**config.mk**
```make
export PLATFORM = sky130hd
export DESIGN_NAME = delay_meter
export DESIGN_NICKNAME = d
export VERILOG_FILES = /design/src/rtl/delay_meter_pkg.sv /design/src/rtl/delay_meter_rise_detect.sv /design/src/rtl/delay_meter.sv
export SDC_FILE = /design/constraint.sdc
export NUM_CORES = 1
export LEC_CHECK = 0
export CORE_AREA = 10 10 47 49
export CTS_BUF_LIST = sky130_fd_sc_hd__clkbuf_8
export CTS_CLUSTER_SIZE = 28
export DETAILED_ROUTE_END_ITERATION = 10
export DIE_AREA = 0 0 57 59
export HOLD_SLACK_MARGIN = 0.06
export MAX_ROUTING_LAYER = met4
export PLACE_DENSITY = 0.87
export SLEW_MARGIN = 20
export SYNTH_ARGS = -nofsm -noshare
export SYNTH_HDL_FRONTEND = slang
export SYNTH_SLANG_ARGS = --single-unit
```
**constraint.sdc**
```tcl
create_clock -name clk_i -period 3.42 [get_ports clk_i]
set_input_delay 0.684 -clock clk_i [delete_from_list [all_inputs] [get_ports clk_i]]
set_output_delay 0.684 -clock clk_i [all_outputs]
set_load 0.02 [all_outputs]
```
**src/rtl/delay_meter_pkg.sv**
```systemverilog
// Shared types and defaults for the launch-to-capture delay meter.
package delay_meter_pkg;

    localparam int unsigned CntWDefault = 4;

    typedef enum logic [1:0] {
        StIdle,
        StCount,
        StDone
    } meas_state_t;

endpackage

```
**src/rtl/delay_meter_rise_detect.sv**
```systemverilog
// One-bit registered rising-edge detector: flags a 0->1 transition of sig_i.
module rise_detect (
    input  logic clk_i,
    input  logic rst_ni,
    input  logic sig_i,
    output logic rise_o
);

    logic prev_q;

    always_ff @(posedge clk_i or negedge rst_ni) begin
        if (!rst_ni) begin
            prev_q <= 1'b0;
        end else begin
            prev_q <= sig_i;
        end
    end

    assign rise_o = sig_i & ~prev_q;

endmodule

```
**src/rtl/delay_meter.sv**
```systemverilog
// Counts clock cycles from a start_sig rising edge to the next stop_sig rising edge and
// returns the count with overflow/error flags through a valid/ready result port.
module delay_meter
    import delay_meter_pkg::*;
#(
    parameter int unsigned CNT_W = CntWDefault
) (
    input  logic             clk_i,
    input  logic             rst_ni,
    input  logic             meas_en_i,
    input  logic             start_sig_i,
    input  logic             stop_sig_i,
    output logic [CNT_W-1:0] delay_meas_o,
    output logic             meas_ovf_o,
    output logic             meas_err_o,
    output logic             meas_valid_o,
    input  logic             meas_ready_i
);

    localparam logic [CNT_W-1:0] MaxCnt = {CNT_W{1'b1}};

    meas_state_t      state_q, state_d;
    logic [CNT_W-1:0] cnt_q, cnt_d;
    logic [CNT_W-1:0] meas_q, meas_d;
    logic             ovf_q, ovf_d;
    logic             err_q, err_d;
    logic             start_rise, stop_rise;

    rise_detect u_start_rise (
        .clk_i  (clk_i),
        .rst_ni (rst_ni),
        .sig_i  (start_sig_i),
        .rise_o (start_rise)
    );

    rise_detect u_stop_rise (
        .clk_i  (clk_i),
        .rst_ni (rst_ni),
        .sig_i  (stop_sig_i),
        .rise_o (stop_rise)
    );

    always_comb begin
        state_d = state_q;
        cnt_d   = cnt_q;
        meas_d  = meas_q;
        ovf_d   = ovf_q;
        err_d   = err_q;
        unique case (state_q)
            StIdle: begin
                if (meas_en_i && start_rise) begin
                    if (stop_rise) begin
                        meas_d  = '0;
                        ovf_d   = 1'b0;
                        err_d   = 1'b0;
                        state_d = StDone;
                    end else begin
                        cnt_d   = CNT_W'(1);
                        state_d = StCount;
                    end
                end
            end
            StCount: begin
                // Priority: abort, clean stop, start dropped, saturation.
                if (!meas_en_i) begin
                    state_d = StIdle;
                end else if (stop_rise) begin
                    meas_d  = cnt_q;
                    ovf_d   = 1'b0;
                    err_d   = 1'b0;
                    state_d = StDone;
                end else if (!start_sig_i) begin
                    meas_d  = cnt_q;
                    ovf_d   = 1'b0;
                    err_d   = 1'b1;
                    state_d = StDone;
                end else if (cnt_q == MaxCnt) begin
                    meas_d  = MaxCnt;
                    ovf_d   = 1'b1;
                    err_d   = 1'b0;
                    state_d = StDone;
                end else begin
                    cnt_d = cnt_q + CNT_W'(1);
                end
            end
            StDone: begin
                if (meas_ready_i) begin
                    state_d = StIdle;
                end
            end
            default: state_d = StIdle;
        endcase
    end

    always_ff @(posedge clk_i or negedge rst_ni) begin
        if (!rst_ni) begin
            state_q <= StIdle;
            cnt_q   <= '0;
            meas_q  <= '0;
            ovf_q   <= 1'b0;
            err_q   <= 1'b0;
        end else begin
            state_q <= state_d;
            cnt_q   <= cnt_d;
            meas_q  <= meas_d;
            ovf_q   <= ovf_d;
            err_q   <= err_d;
        end
    end

    assign delay_meas_o = meas_q;
    assign meas_ovf_o   = ovf_q;
    assign meas_err_o   = err_q;
    assign meas_valid_o = (state_q == StDone);

endmodule

```
==> results by group, run 1 <==
Setup path
  – Crit path kind: flip-flop to output pin
  – Worst Path Max Fanout: 7
  – CP endpoint kind: output pin
  – Worst R2R Path Depth: 5
  – Worst path arrival time: roughly 1.5 ns
  – CP startpoint: state_q[0]
  – R2R Path End: cnt_q[3]
  – Reg2reg start: cnt_q[0]
  – Crit path capture: meas_valid_o
  – R2R Setup Slk: ~1.9 ns
  – Req. time, crit path: about 2.7 ns
  – Setup crit start kind: flip-flop

Logic synthesis
  – Ys Warns: 0
  – Syn nets: between 60 and 70
  – Mapped cell area: 644 um^2
  – Synth unique cells: 22
  – Syn Inst Count: between 50 and 60
  – Sequential cell area fraction in the yosys report: between 50% and 60%
  – Syn_area_per_cell: 11.1 um^2
  – #FFs+latches synth: 14

Global route
  – Initial antenna violation count: 0
  – GRT Residual Overflow: 0
  – GRT Util Overall: 9.52%
  – Largest net degree at the start of global routing: 15
  – Vias in the first global route: slightly above 500
  – First-pass GRT wire length: 2350 um

Drt
  – DR WL/cell: approximately 16 um
  – Iter 0 DRT Violations: 13
  – Detailed-route vias per instance: between 5 and 6
  – Detail Route Antenna Nets: 0
  – Vias: around 510
  – Drc violations: 0
  – Final WL: between 1000 and 1500 um
  – First drt pass iteration count: 4

Hold path
  – Min-delay src: cnt_q[3]
  – Worst min-delay path class: flip-flop to flip-flop

Placement
  – Pre-CTS WS: approximately 1.2 ns
  – I/O Buffers: 12
  – RD Place Congestion: 0.850
  – Post-DP HPWL: ~1100 um

Power and ir drop
  – VDD IR max: 0.446 mV
  – Pwr/cell area: between 500 and 600 nW/um^2
  – Lkg Pwr: ~0.37 nW

Die
  – I/O pin cnt: 13
  – Initial core utilization: about 46%
  – Chip height: between 50 and 60 um
  – Core ar.: roughly 1400 um^2
  – Die area: 3360 um^2
  – Row count: 14
  – Die Wd: between 50 and 60 um

Timing
  – RSZ-0062 raised after global routing: false
  – Achievable clock frequency: 459 MHz
  – Least-Margin Pin Slew: 0.619 ns
  – Sum Neg Setup Slack: 0 ns
  – Tcrit/Tclk final: 63.7%
  – Setup Viol. Count Final: 0
  – Post-route setup slack: ~1.2 ns
  – Post-route clock skew: 0.00345 ns
  – Crit path time final: between 2 and 2.5 ns
  – Max Slew Vio Count: 0
  – Final Hold Viols: 0
  – Max-slew headroom: between 50 and 60%

Cells and area
  – Final Net Count: between 80 and 90
  – Antenna Cells: 0
  – Area growth syn-to-layout: 30.3%
  – Share of cells above drive strength 1: a little over a tenth

Clock network
  – CTS-repair resized insts: 0
  – Clock sinks: 14
  – Clk_lat worst skew: ~0.25 ns
  – Root buf cell: clkbuf_8
  – Clock slew at reported path FFs: roughly 0.06 ns
  – Setup bufs post-CTS: 0
  – CTS max path bufs: 2
  – CTS Hold Bufs: 0
  – CTS Buf Count: 3
  – H-tree lvl count: 1
  – CTS tree: yes

Status
  – Status: completed

Flow run
  – Max-Cap Viols: 0
[flip-flops by register name (all words and copies together), names as in the netlist]
name and count:
delay_meas_o 4, meas_ovf_o 1, u_start_rise.prev_q 1, cnt_q 4, meas_err_o 1, u_stop_rise.prev_q 1
state_q 2
[kinds of logic after synthesis]
| group | after synthesis | synth area share (%) |
|---|---|---|
| compound gates | 13 | 16.7 |
| mux | 2 | 3.11 |
| flops | 14 | 54.4 |
| simple gates | 27 | 23.3 |
| fa+ha+maj | 1 | 1.94 |
| buf+inv | 1 | 0.582 |
[through the flow]
step | total power, mW | std cells | utilization [%] | hold WS (ns) | area (um^2)
2_1_floorplan | 0.268 | 58 | - | 0.388 | 644
3_3_place_gp | 0.325 | 86 | 56.0 | 0.509 | 785
3_5_place_dp | 0.325 | 86 | 56.0 | 0.517 | 785
4_1_cts | 0.491 | 90 | 59.9 | 0.525 | 840
5_1_grt | 0.507 | 90 | 59.9 | 0.533 | 840
6_report | 0.483 | 90 | 59.9 | 0.518 | 840
[worst max-delay path: stages (launching register included)]
cell and delay [ns]:
dfrtp_1 0.45, nor2b_1 0.17, clkdlybuf4s50_1 0.63
[area by class of cell]
| cell class | instances | area (um^2) |
|---|---|---|
| fillers | 131 | 562 |
| flip-flops and latches | 14 | 350 |
| multi-input cells | 43 | 290 |
| repair buffers | 12 | 120 |
| clock buffers | 4 | 55.1 |
| well taps | 16 | 20.0 |
| inverters | 1 | 3.75 |
[where the power goes]
part	leakage [nW]	switching, mW	internal, mW
clock network	0.0288	0.0587	0.102
logic	0.160	0.0539	0.0589
registers	0.177	0.0180	0.191
total	0.366	0.131	0.352
[cells in the final DEF, fill, tap and decap left out, drive strengths merged]
master         count
a21oi              2
a2bb2oi            4
a41oi              1
and4bb             2
clkbuf             4
clkdlybuf4s50     12
dfrtp             14
ha                 1
inv                1
mux2i              2
nand2             11
nand2b             2
nand3              1
nand3b             1
nand4              2
nor2               2
nor2b              5
nor3b              1
o211a              1
o21a               1
o21ai              2
o21ba              1
o32ai              1
[layer usage]
| metal | vias to the layer above | GRT usage, % | routed length, um |
|---|---|---|---|
| met5 | - | - | 0 |
| li1 | 242 | - | - |
| met2 | 11 | 12.9 | 655 |
| met1 | 248 | 11.0 | 677 |
| met4 | 0 | 8.05 | 47 |
| met3 | 5 | 3.22 | 48 |
[synth_stat cells]
library cell / number / area (um^2)
a21oi_1: 2 / 10.0
a2bb2oi_1: 4 / 35.0
a41oi_2: 1 / 16.3
and4bb_2: 2 / 25.0
dfrtp_1: 14 / 350
ha_1: 1 / 12.5
inv_1: 1 / 3.75
mux2i_1: 2 / 20.0
nand2_1: 11 / 41.3
nand2b_1: 2 / 12.5
nand3_1: 1 / 5.00
nand3b_1: 1 / 7.51
nand4_1: 2 / 12.5
nor2_1: 2 / 7.51
nor2b_1: 5 / 31.3
nor3b_1: 1 / 7.51
o211a_1: 1 / 10.0
o21a_1: 1 / 7.51
o21ai_0: 1 / 5.00
o21ai_1: 1 / 5.00
o21ba_2: 1 / 10.0
o32ai_1: 1 / 8.76
[worst min path at each step]
stage               end  slack, ns  cells past startpoint
6_report       cnt_q[3]       0.52                      1
5_1_grt        cnt_q[3]       0.53                      1
4_1_cts        cnt_q[3]       0.53                      1
3_5_place_dp   cnt_q[3]       0.52                      1
3_3_place_gp   cnt_q[3]       0.51                      1
2_1_floorplan  cnt_q[0]       0.39                      0
(Power assumes the default switching activity.)
==> inputs of run 2 (changes only) <==
==> constraint.sdc (replaced) <==
create_clock -name clk_i -period 2.1 [get_ports clk_i]
set_input_delay 0.42 -clock clk_i [delete_from_list [all_inputs] [get_ports clk_i]]
set_output_delay 0.42 -clock clk_i [all_outputs]
set_load 0.02 [all_outputs]
==> results by group, run 2 (same netlist as run 1, synthesis figures left out) <==
Timing
  – RSZ-0062 raised after global routing: false
  – Least-Margin Pin Slew: between 0.6 and 0.7 ns
  – Post-route setup slack: approximately 0.17 ns
  – Max-slew headroom: between 50% and 60%
  – Crit path time final: 1.93 ns
  – Setup Viol. Count Final: 0
  – Sum Neg Setup Slack: 0 ns
  – Tcrit/Tclk final: approximately nine tenths
  – Max Slew Vio Count: 0
  – Achievable clock frequency: 519 MHz
  – Post-route clock skew: 0.00408 ns
  – Final Hold Viols: 0

Clock network
  – CTS max path bufs: 2
  – CTS Hold Bufs: 0
  – Clock slew at reported path FFs: ~0.060 ns
  – CTS-repair resized insts: 0
  – Clock sinks: 14
  – Setup bufs post-CTS: 0
  – Clk_lat worst skew: 0.25 ns
  – H-tree lvl count: 1
  – Root buf cell: clkbuf_8
  – CTS tree: yes
  – CTS Buf Count: 3

Hold path
  – Hold worst-path end: cnt_q[3]
  – Min-delay src: cnt_q[3]
  – Hold path cells: 1
  – Worst min-delay path class: flip-flop to flip-flop

Drt
  – Detail Route Antenna Nets: 0
  – Final WL: between 1000 and 1500 um
  – Detailed-route vias per instance: about 5.6
  – DR WL/cell: approximately 16 um
  – Vias: a little over 500
  – Drc violations: 0
  – First drt pass iteration count: 4
  – Iter 0 DRT Violations: 11

Setup path
  – Setup crit start kind: flip-flop
  – Buf/Inv on CP: 1
  – Req. time, crit path: roughly 1.7 ns
  – R2R Path End: cnt_q[3]
  – R2R Setup Slk: between 0.5 and 0.6 ns
  – Worst Path Max Fanout: 7
  – Worst R2R Path Depth: 5
  – Crit path kind: flip-flop to output pin
  – Worst path arrival time: 1.51 ns
  – CP top delay family: buffers and inverters
  – CP endpoint kind: output pin
  – CP cell instances: nor2b_1, clkdlybuf4s50_1
  – Worst path max stage delay: ~0.63 ns
  – Reg2reg start: cnt_q[0]
  – Slowest cell on the critical path: clkdlybuf4s50_1

Placement
  – RD Place Congestion: slightly below 0.9
  – Post-DP HPWL: around 1100 um
  – Pre-CTS WS: 0.183 ns
  – I/O Buffers: 12
  – Placed Instance Area: around 790 um^2

Die
  – Core ar.: between 1000 and 1500 um^2
  – Chip height: about 60 um
  – Row count: 14
  – Initial core utilization: 46.0%
  – I/O pin cnt: 13
  – Die Wd: 57 um
  – Die area: 3360 um^2

Cells and area
  – Antenna Cells: 0
  – Commonest non-fill, non-tap cell in the layout: dfrtp_1
  – Final Instance Area: around 850 um^2
  – Most frequent cells in the layout: dfrtp_1 (14), clkdlybuf4s50_1 (12), nand2_1 (11), nor2b_1 (5)
  – Share of cells above drive strength 1: a little under an eighth
  – Area growth syn-to-layout: 31.5%
  – Fin util: between 60% and 70%
  – Final Net Count: just over 80

Status
  – Status: completed

Global route
  – Vias in the first global route: approximately 530
  – GRT Residual Overflow: 0
  – Largest net degree at the start of global routing: 15
  – Initial antenna violation count: 0
  – GRT Util Overall: about 10%
  – First-pass GRT wire length: ~2500 um

Power and ir drop
  – Tot Pwr: around 0.79 mW
  – Lkg Pwr: between 0.3 and 0.4 nW
  – Pwr/cell area: ~940 nW/um^2
  – VDD IR max: between 0.5 and 0.6 mV

Flow run
  – Max-Cap Viols: 0
[run 2: final cells by class]
| cell class | count | area [um^2] |
|---|---|---|
| Clock buffer | 4 | 55.1 |
| Multi-Input combinational cell | 43 | 290 |
| Inverter | 1 | 3.75 |
| Tap cell | 16 | 20.0 |
| Timing Repair Buffer | 13 | 128 |
| Sequential cell | 14 | 350 |
| Fill cell | 118 | 554 |
[run 2: through the flow]
| stage | hold slack [ns] | std cells |
|---|---|---|
| after CTS | 0.522 | 91 |
| after global placement | 0.503 | 87 |
| final | 0.513 | 91 |
| after detailed placement | 0.514 | 87 |
| after global routing | 0.548 | 91 |
| after floorplan | 0.124 | 58 |
[run 2: where the power goes]
part	switching (mW)	internal, mW
Combinational	0.0890	0.0973
Clock	0.100	0.166
Sequential	0.0303	0.311
[run 2: layer usage]
layer / up-vias / track usage (%) / routed length (um)
li1: 247 / - / -
met1: 242 / 9.99 / 628
met2: 13 / 14.9 / 702
met3: 5 / 4.51 / 93
met4: 0 / 8.05 / 48
met5: - / - / 0
[run 2: how the worst max path moves through the flow]
stage | cells past startpoint | slack (ns) | to | startpoint
CTS | 2 | 0.16 | meas_valid_o | state_q[0]
detailed placement | 5 | 0.18 | meas_err_o | meas_en_i
global route | 2 | 0.12 | meas_valid_o | state_q[0]
global placement | 5 | 0.22 | meas_err_o | meas_en_i
finish | 2 | 0.17 | meas_valid_o | state_q[0]
floorplan | 5 | 0.71 | cnt_q[3] | cnt_q[0]
[run 2: worst reg2reg max path: stages (launching register included)]
cell	delay, ns
dfrtp_1	0.42
ha_1	0.23
nand3_1	0.16
and4bb_2	0.34
nand4_1	0.13
mux2i_1	0.13
==> inputs of run 3 (changes only) <==
--- a/config.mk
+++ b/config.mk
@@ -10,7 +10,6 @@
 export CTS_CLUSTER_SIZE = 28
 export DETAILED_ROUTE_END_ITERATION = 10
 export DIE_AREA = 0 0 57 59
-export HOLD_SLACK_MARGIN = 0.06
 export MAX_ROUTING_LAYER = met4
 export PLACE_DENSITY = 0.87
 export SLEW_MARGIN = 20
==> results of run 3 <==
Final layout, timing and power as in run 2 (identical DEF).
